<file path="src/rtl/pipelined_division.sv">
// Fully pipelined unsigned restoring divider: one quotient bit per stage, MSB first.
// Accepts one operand pair per clock; q/r/out_valid appear A_WIDTH cycles after capture.
module pipelined_division #(
  parameter int unsigned A_WIDTH = 16,
  parameter int unsigned B_WIDTH = 16
) (
  input  logic               clk,
  input  logic               nrst,
  input  logic               in_valid,
  input  logic [A_WIDTH-1:0] a,
  input  logic [B_WIDTH-1:0] b,
  output logic               out_valid,
  output logic [A_WIDTH-1:0] q,
  output logic [B_WIDTH-2:0] r
);

  // Returns {q_bit, new_rem}. The shifted remainder needs B_WIDTH+1 bits; after a
  // successful subtract the result is below the divisor, so B_WIDTH bits suffice.
  function automatic logic [B_WIDTH:0] div_step(input logic [B_WIDTH-1:0] rem,
                                                input logic               a_bit,
                                                input logic [B_WIDTH-1:0] dv);
    logic [B_WIDTH:0]   sh;
    logic [B_WIDTH-1:0] diff;
    logic               ge;
    sh   = {rem, a_bit};
    ge   = (sh >= {1'b0, dv});
    diff = sh[B_WIDTH-1:0] - dv;
    return {ge, (ge ? diff : sh[B_WIDTH-1:0])};
  endfunction

  for (genvar k = 0; k < A_WIDTH - 1; k++) begin : g_stg
    logic [B_WIDTH-1:0]   rem_in;
    logic [B_WIDTH-1:0]   div_in;
    logic [A_WIDTH-1-k:0] dvd_in;
    logic                 vld_in;
    logic [B_WIDTH:0]     step_d;
    logic [k:0]           quo_d;

    logic [B_WIDTH-1:0]   rem_q;
    logic [B_WIDTH-1:0]   div_q;
    logic [k:0]           quo_q;
    logic [A_WIDTH-2-k:0] dvd_q;
    logic                 vld_q;

    if (k == 0) begin : g_head
      assign rem_in = '0;
      assign div_in = b;
      assign dvd_in = a;
      assign vld_in = in_valid;
      assign quo_d  = step_d[B_WIDTH];
    end else begin : g_body
      assign rem_in = g_stg[k-1].rem_q;
      assign div_in = g_stg[k-1].div_q;
      assign dvd_in = g_stg[k-1].dvd_q;
      assign vld_in = g_stg[k-1].vld_q;
      assign quo_d  = {g_stg[k-1].quo_q, step_d[B_WIDTH]};
    end

    assign step_d = div_step(rem_in, dvd_in[A_WIDTH-1-k], div_in);

    always_ff @(posedge clk) begin
      if (!nrst) begin
        vld_q <= 1'b0;
        rem_q <= '0;
        quo_q <= '0;
        dvd_q <= '0;
        div_q <= '0;
      end else begin
        vld_q <= vld_in;
        rem_q <= step_d[B_WIDTH-1:0];
        quo_q <= quo_d;
        dvd_q <= dvd_in[A_WIDTH-2-k:0];
        div_q <= div_in;
      end
    end
  end

  // Final stage drives the outputs directly; only the low B_WIDTH-1 remainder bits leave.
  localparam int unsigned LAST = A_WIDTH - 2;

  logic [B_WIDTH:0]   fin_d;
  logic               unused_rem_msb;
  logic               out_valid_q;
  logic [A_WIDTH-1:0] q_q;
  logic [B_WIDTH-2:0] r_q;

  assign fin_d          = div_step(g_stg[LAST].rem_q, g_stg[LAST].dvd_q[0], g_stg[LAST].div_q);
  assign unused_rem_msb = fin_d[B_WIDTH-1];

  always_ff @(posedge clk) begin
    if (!nrst) begin
      out_valid_q <= 1'b0;
      q_q         <= '0;
      r_q         <= '0;
    end else begin
      out_valid_q <= g_stg[LAST].vld_q;
      q_q         <= {g_stg[LAST].quo_q, fin_d[B_WIDTH]};
      r_q         <= fin_d[B_WIDTH-2:0];
    end
  end

  assign out_valid = out_valid_q;
  assign q         = q_q;
  assign r         = r_q;

endmodule

</file>
<file path="config.mk">
export PLATFORM = sky130hd
export DESIGN_NAME = pipelined_division
export DESIGN_NICKNAME = d
export VERILOG_FILES = /design/src/rtl/pipelined_division.sv
export SDC_FILE = /design/constraint.sdc
export NUM_CORES = 1
export LEC_CHECK = 0
export BUFFER_PORTS_ARGS = -buffer_cell sky130_fd_sc_hd__buf_2
export CORE_MARGIN = 5
export CORE_UTILIZATION = 30
export DETAILED_ROUTE_END_ITERATION = 6
export PLACE_DENSITY = 0.46
export SYNTH_ARGS = -nofsm -noshare
export SYNTH_HDL_FRONTEND = slang
export SYNTH_SLANG_ARGS = --single-unit
</file>
<file path="constraint.sdc">
create_clock -name clk -period 7 [get_ports clk]
set_clock_uncertainty 0.1 [all_clocks]
set_input_delay 1.05 -clock clk [delete_from_list [all_inputs] [get_ports clk]]
set_output_delay 1.05 -clock clk [all_outputs]
set_load 0.005 [all_outputs]
</file>
Yosys cells after proc, flatten, opt, wreduce, memory -nomap -nowiden. Cells that the tools add are included. Widths: inputs -> output; s select.

Flip-flop bits (word level): 767. Input bits: 35. Output and inout port bits: 32. Word-level logic and storage cells: 128.

Add/sub/neg operators: 16. Order comparisons: 16. Mux-type cells: 16. Reduce and logical (&&, ||, !) cells: 1.

Operators with widths (count): $ge 17x16->1 (15); $mux 16 (14); $sub 16x16->16 (14); $ge 1x16->1 (1); $sub 1x16->16 (1); $mux 15 (1); $sub 15x15->15 (1); $reduce_and 2->1 (1); $mux 1 (1).

Longest topological paths before layout. Gate-level depths: netlist (run 1).

Depth in word-level cells: 2. Depth in mapped cells: 13.

Worst setup path after synthesis (run 1). No wires, ideal clock.

Path type: register to register. Start point: reg g_stg[1].div_q[6]. End point: reg g_stg[2].rem_q[13]. Data arrival time: 2.592 ns. Required time: 6.779 ns. Slack: 4.186 ns. Cell stages (with the launch flop): 12. Buffers on the path: 0. Period minus slack after synthesis: 2.814 ns. Path through: dfxtp_1 > inv_1 > ha_1 > nand2_1 > nand2_2 > a21o_1 > a21o_1 > a311o_1 > o21a_1 > o21a_4 > o31ai_4 > mux2_4.

Word-level cells in the longest chain between the ends: 2. Elaborated cells between the ends (all ways): 3. Classes of those cells: add/sub (1); order compare (1); mux (1).

Ends and longest elaborated chain: start: declaration (RTL line 40) `logic [B_WIDTH-1:0] div_q;`; start signal: assignment (RTL line 73) `div_q <= div_in;`; $sub 16x16->16 or $ge 17x16->1 (tied branches) (RTL line 27, 26); $mux 16 * (RTL line 28) `return {ge, (ge ? diff : sh[B_WIDTH-1:0])};`; end signal: assignment (RTL line 70) `rem_q <= step_d[B_WIDTH-1:0];`; end: declaration (RTL line 39) `logic [B_WIDTH-1:0] rem_q;`.

Every way passes the cells marked *; elsewhere a longest branch is shown, timed or not. A chain may end at the register's enable or synchronous reset.

Worst setup path after layout (run 1).
Start point: reg g_stg[3].div_q[1]. End point: reg g_stg[4].rem_q[10].

Word-level cells in the longest chain between the ends: 2. Elaborated cells between the ends (all ways): 3. Classes of those cells: add/sub (1); order compare (1); mux (1).

Ends and longest elaborated chain (RTL line): start: declaration (40); start signal: assignment (73); $sub 16x16->16 or $ge 17x16->1 (tied branches) (27, 26); $mux 16 * (28); end signal: assignment (70); end: declaration (39).

Marks and branches as above.

==> impl_metrics.toml, run 1 <==
[outcome]
status = "completed"

[layout]
n_antenna_cell = 0
drive_gt1_frac = 0.0681
fillers = 11910
instances_no_fill = 5435
area_delta_synth_final_pct = 14.2
final_core_util = 0.344
layout.nets = 4148
stdcell_area_um2 = 39200

[logic_synthesis]
synth_top_area_cell = "dfxtp_1"
synth.most_common_cell = "dfxtp_1"
synth_cells = 3817
syn_area_per_cell_um2 = 9.00
synth_flop_cell = "dfxtp_1"
netlist_area_um2 = 34400
synth_common_cells = "767 x dfxtp_1, 476 x nor2_1, 344 x inv_1"
synthArstFlopShare = 0
ys_seq_area_frac = 0.447
syn-num-nets = 4109
yosys_warnings = 0
ys_ff_latch = 767
netlist.area_leader.share = 0.447
synth_cell_types = 80
synthTopCellsByArea = "dfxtp_1 45%, ha_1 8.8%, and2_1 5.5%"
synth-edff-count = 0

[setup_path]
required_ns = 7.38
cp_common_cell = "o21ai_0"
worstPathArrival_ns = 3.90
path_class = "reg -> reg"
startpoint_type = "flip-flop"
cp_slowest_stage_delay_ns = 0.61
crit_path_max_fanout = 9
end_kind = "flip-flop"
crit_slowest_cell = "o21ai_0"
crit_chain = "inv_1 -> ha_1 -> nor2b_1 -> o21ai_0 -> a21boi_0 -> o21a_1 -> o21ai_0 -> nand2_1 -> o21a_1 -> o21ai_0 -> o22ai_1"

[pwr]
combPwrFrac = 0.425
p_leak_nw = 16.6
p_int_mw = 10.9
power_frac_seq = 0.300
powerDensity_nw_per_um2 = 438
power_frac_clock = 0.275
power.switching_mw = 6.26
swShare = 0.364
irDropWorstVdd_mv = 0.182
power.total_mw = 17.2

[global_route]
antenna_found_initial = 1
first_global_vias = 24828
grt_pass1_wl_mm = 128
grt_remaining_overflow = 0
grt_usage = 0.126
grt_max_degree = 197

[timing]
hold_viol_final = 0
timing.final.crit_share = 0.502
tightest_slew_ns = 1.12
rsz0062_at_grt = "false"
slew_viol_final = 0
fmax_mhz = 284
finalSetupViolCount = 0
max_slew_margin = 0.251
finalCriticalPeriod_ns = 3.52
setup-tns-final_ns = 0

[placed_design]
io_buffers = 66
gp_congestion = 0.841
dpl.hpwl_mm = 57.0
placed_area_um2 = 36200
dp.cells = 5280

[clocking]
cts_resized = 0
clockBufferDepth = 3
path_clk_slew_ns = 0.06
post_cts_buffers = 0
cts_tree = "built"
root_buffer = "clkbuf_16"
clock_latency_ns = 0.65
cts_sinks = 767
ctsHoldBuffers = 0
numCtsBuffers = 86
htreeDepth = 3

[worst_hold_path]
hold_class = "reg -> reg"

[die]
dieArea_um2 = 121000
dieWidth_um = 348
rows = 124
fp.coreArea_um2 = 114000
die_y_um = 348
pin_count = 67
initial_core_util = 0.301

[route]
dr_total_vias = 24935
drc = 0
wire_per_inst_um = 14.3
wl_mm = 77.7
dr.first_iter.drc_count = 1082
drt-pass1-iter-count = 5
antenna_left = 0
viasPerCell = 4.59

[job]
timing.max_cap.violations = 0
==> per-stage QoR <==
| stage | hold slack, ns | setup slack [ns] |
|---|---|---|
| CTS | 0.320 | 3.50 |
| global route | 0.339 | 3.15 |
| finish | 0.324 | 3.48 |
| detailed placement | 0.318 | 3.51 |
| global placement | 0.313 | 3.52 |
| floorplan | 0.312 | 4.19 |
==> worst paths after layout <==
kind	from	end	slack (ns)	depth (start not counted)
hold reg to reg	g_stg[8].quo_q[2]	g_stg[9].quo_q[3]	0.32	1
setup reg to reg	g_stg[3].div_q[1]	g_stg[4].rem_q[10]	3.48	11
setup / recovery	g_stg[3].div_q[1]	g_stg[4].rem_q[10]	3.48	11
hold / removal	g_stg[8].quo_q[2]	g_stg[9].quo_q[3]	0.32	1
==> routing by layer <==
metal  vias to the layer above  share of wire  track usage
met5                         -              0            0
met4                         0          0.024       0.0348
met3                       117          0.031       0.0210
met2                       299           0.49        0.225
met1                     11580           0.46        0.158
li1                      12939              -            -
==> critical path, delay by kind of cell (launching register included) <==
family	cells	cell delay [ns]
and+or+nand+nor	2	0.34
DFF	1	0.39
buffers and inverters	1	0.08
adders and majority gates	1	0.30
AOI/OAI and AO/OA	7	2.16
==> area by class of cell <==
class / count / area [µm²] / area share
inverter: 347 / 1310 / 0.0334
tap: 1512 / 1890 / 0.0482
timing repair buffer: 82 / 473 / 0.0121
multi-input combinational: 2572 / 17200 / 0.438
sequential: 767 / 15400 / 0.391
clock inverter: 31 / 504 / 0.0129
clock buffer: 124 / 2510 / 0.0639
==> registers in the layout, summed over array words and instances (netlist names) <==
signal,flops
g_stg.vld_in,1
g_stg.div_in,16
out_valid,1
r,15
g_stg.div_q,224
g_stg.dvd_in,6
g_stg.dvd_q,114
g_stg.rem_in,16
g_stg.vld_q,14
g_stg.quo_q,120
q,16
g_stg.rem_q,224
==> layout by cell type (no fill, tap or decap), drive strengths merged, types with 16 or more instances in the layout <==
cell type and count:
o21a 57, o31ai 26, clkbuf 124, nand4 24
a21o 73, dfxtp 767, xnor2 88, a21boi 34
or2 16, buf 82, a31oi 24, mux2i 145
nor3 78, xor2 34, nand2 190, nand3 98
clkinv 17, and3 19, nor2 476, nor2b 49
o211ai 21, and2 301, inv 349, or3 34
a21oi 176, nand2b 27, o21ai 128, nand3b 16
ha 242, a211oi 37, a211o 17
==> logic make-up (layout without fill, tap and decap cells) <==
group	count (synthesis)	after routing	synth area share
xor gates and xnor gates	122	122	0.0311
buffers and inverters	478	584	0.0540
and+or+nand+nor	1364	1364	0.196
AOI/OAI and AO/OA	679	679	0.131
muxes	150	150	0.0441
adders and majority gates	257	257	0.0969
DFF	767	767	0.447
==> power by group through the flow <==
stage	clock network [mW]	logic, mW	registers (mW)
after global routing	5.09	8.19	5.21
after CTS	4.90	7.32	5.17
after global placement	0	7.28	5.28
after detailed placement	0	7.28	5.27
final	4.72	7.29	5.16
after floorplan	0	5.79	5.14
(Power assumes the default switching activity.)
==> run 2, diff against run 1 <==
clock period = 3.52 ns   (was 7 ns; I/O delays follow)
==> impl_metrics.toml, run 2 (same netlist as run 1, synthesis figures left out) <==
[setup_path]
crit_chain = "inv_1 -> ha_1 -> nor2b_1 -> o21ai_1 -> a21oi_1 -> o21ai_0 -> a21boi_0 -> o21a_1 -> o21a_4 -> o31ai_4 -> buf_4 -> mux2i_1"
required_ns = 3.98
reg2reg_depth = 12
worstPathArrival_ns = 3.72
crit_start = "g_stg[1].div_q[1]"
reg2reg_from = "g_stg[1].div_q[1]"
cp-endpoint = "g_stg[2].rem_q[4]"
startpoint_type = "flip-flop"
worstReg2RegEnd = "g_stg[2].rem_q[4]"
reg2reg_slack_ns = 0.25
crit_path_max_fanout = 13
crit_slowest_cell = "dfxtp_1"
cp_slowest_stage_delay_ns = 0.36
end_kind = "flip-flop"
path_class = "reg -> reg"

[route]
wl_mm = 79.5
routed.top_layer = "met5"
routedLengthMet1_mm = 37.8
drt-pass1-iter-count = 5
dr_total_vias = 25290
wire_per_inst_um = 14.5
drc = 0
antenna_left = 0
met3WireLength_mm = 2.66
dr.first_iter.drc_count = 1188
viasPerCell = 4.60
met2_length_mm = 36.6

[clocking]
root_buffer = "clkbuf_16"
post_cts_buffers = 0
cts_sinks = 767
cts_tree = "built"
htreeDepth = 3
path_clk_slew_ns = 0.06
clockBufferDepth = 3
clock_latency_ns = 0.65
numCtsBuffers = 84

[pwr]
power.total_mw = 34.0
powerDensity_nw_per_um2 = 856
p_leak_nw = 16.8
irDropWorstVdd_mv = 0.355

[layout]
n_antenna_cell = 0
layout.nets = 4213
layout_commonest_cell = "dfxtp_1"
reg_top3 = "g_stg.div_q x224, g_stg.rem_q x224, g_stg.quo_q x120"
drive_gt1_frac = 0.0772
final_cell_mix = "767 x dfxtp_1, 476 x nor2_1, 344 x inv_1, 301 x and2_1, 242 x ha_1"
area_delta_synth_final_pct = 15.5

[global_route]
grt_max_degree = 102
first_global_vias = 25054
grt_remaining_overflow = 0
antenna_found_initial = 2
grt_usage = 0.129
grt_pass1_wl_mm = 129

[die]
rows = 124
pin_count = 67
dieArea_um2 = 121000
dieWidth_um = 348
fp.coreArea_um2 = 114000
initial_core_util = 0.301
die_y_um = 348

[placed_design]
io_buffers = 66
dp_slack_ns = 0.144
dpl.hpwl_mm = 59.0
gp_congestion = 0.833

[timing]
rsz0062_at_grt = "false"
finalSetupViolCount = 0
timing.final.crit_share = 0.928
tightest_slew_ns = 0.808
finalCriticalPeriod_ns = 3.27
hold_viol_final = 0
max_slew_margin = 0.457
slew_viol_final = 0
setup-tns-final_ns = 0
fmax_mhz = 306
fin_ws_ns = 0.253

[outcome]
status = "completed"

[worst_hold_path]
hold_class = "in -> reg"

[job]
timing.max_cap.violations = 0
==> run 2: changes by cell type in the layout (fill, tap and decap cells not counted), moves of 2 or more <==
cell           previous run  this run
buf_4                    15        49
dlygate4sd3_1             0        28
bufinv_16                11         5
clkinvlp_4                1         7
buf_12                    1         6
clkbuf_16                88        84
inv_6                     0         3
clkbuf_8                 17        15
clkinv_2                 12        14
==> run 2: report_power, final <==
| part | internal [mW] | switching, mW | total [mW] |
|---|---|---|---|
| sequential | 9.71 | 0.586 | 10.3 |
| combinational | 6.54 | 8.37 | 14.9 |
| clock | 5.13 | 3.64 | 8.77 |
| total | 21.4 | 12.6 | 34.0 |
==> run 2: repair_timing <==
| action | CTS | global route |
|---|---|---|
| endpoints found under the hold margin | 28 | 0 |
| gates resized for setup | 0 | 5 |
| hold buffers | 28 | 0 |
| setup endpoints to repair | 0 | 26 |
==> run 2: how the worst min path moves through the flow <==
stage,from,end,depth (start not counted)
after floorplan,g_stg[8].dvd_q[0],g_stg[10].dvd_in[0],1
after global placement,g_stg[7].dvd_q[5],g_stg[8].dvd_q[5],1
after detailed placement,g_stg[13].dvd_q[0],g_stg[14].dvd_q,1
after CTS,b[0],g_stg[0].div_q[0],2
after global routing,b[13],g_stg[0].div_q[13],2
final,b[0],g_stg[0].div_q[0],2
==> run 2: cell type report <==
class / count / area [µm²]
clock buffer: 117 / 2380
clock inverter: 37 / 414
fill: 11867 / 74400
multi-input combinational: 2572 / 17200
inverter: 347 / 1310
sequential: 767 / 15400
tap: 1512 / 1890
timing repair buffer: 149 / 1110
==> run 2: critical path, delay by kind of cell, from the launching register on <==
kind,cells,cell delay (ns)
buf+inv,2,0.40
compound gates,7,1.64
fa+ha+maj,1,0.30
mux,1,0.25
simple gates,1,0.14
flops,1,0.36
==> run 2: metal layers <==
layer  global-route usage  up-vias
met1                0.169    11748
met5                    0        -
met4               0.0400        2
met3               0.0214      150
met2                0.217      316
li1                     -    13074
==> run 2: per-stage QoR <==
stage | util | hold WS, ns | cells | instance area (µm²)
after floorplan | - | 0.312 | 3817 | 34400
after global placement | 0.321 | 0.313 | 5319 | 36600
after detailed placement | 0.321 | 0.317 | 5319 | 36600
after CTS | 0.348 | 0.00739 | 5501 | 39600
after global routing | 0.348 | 0.0336 | 5501 | 39700
final | 0.348 | 0.0546 | 5501 | 39700
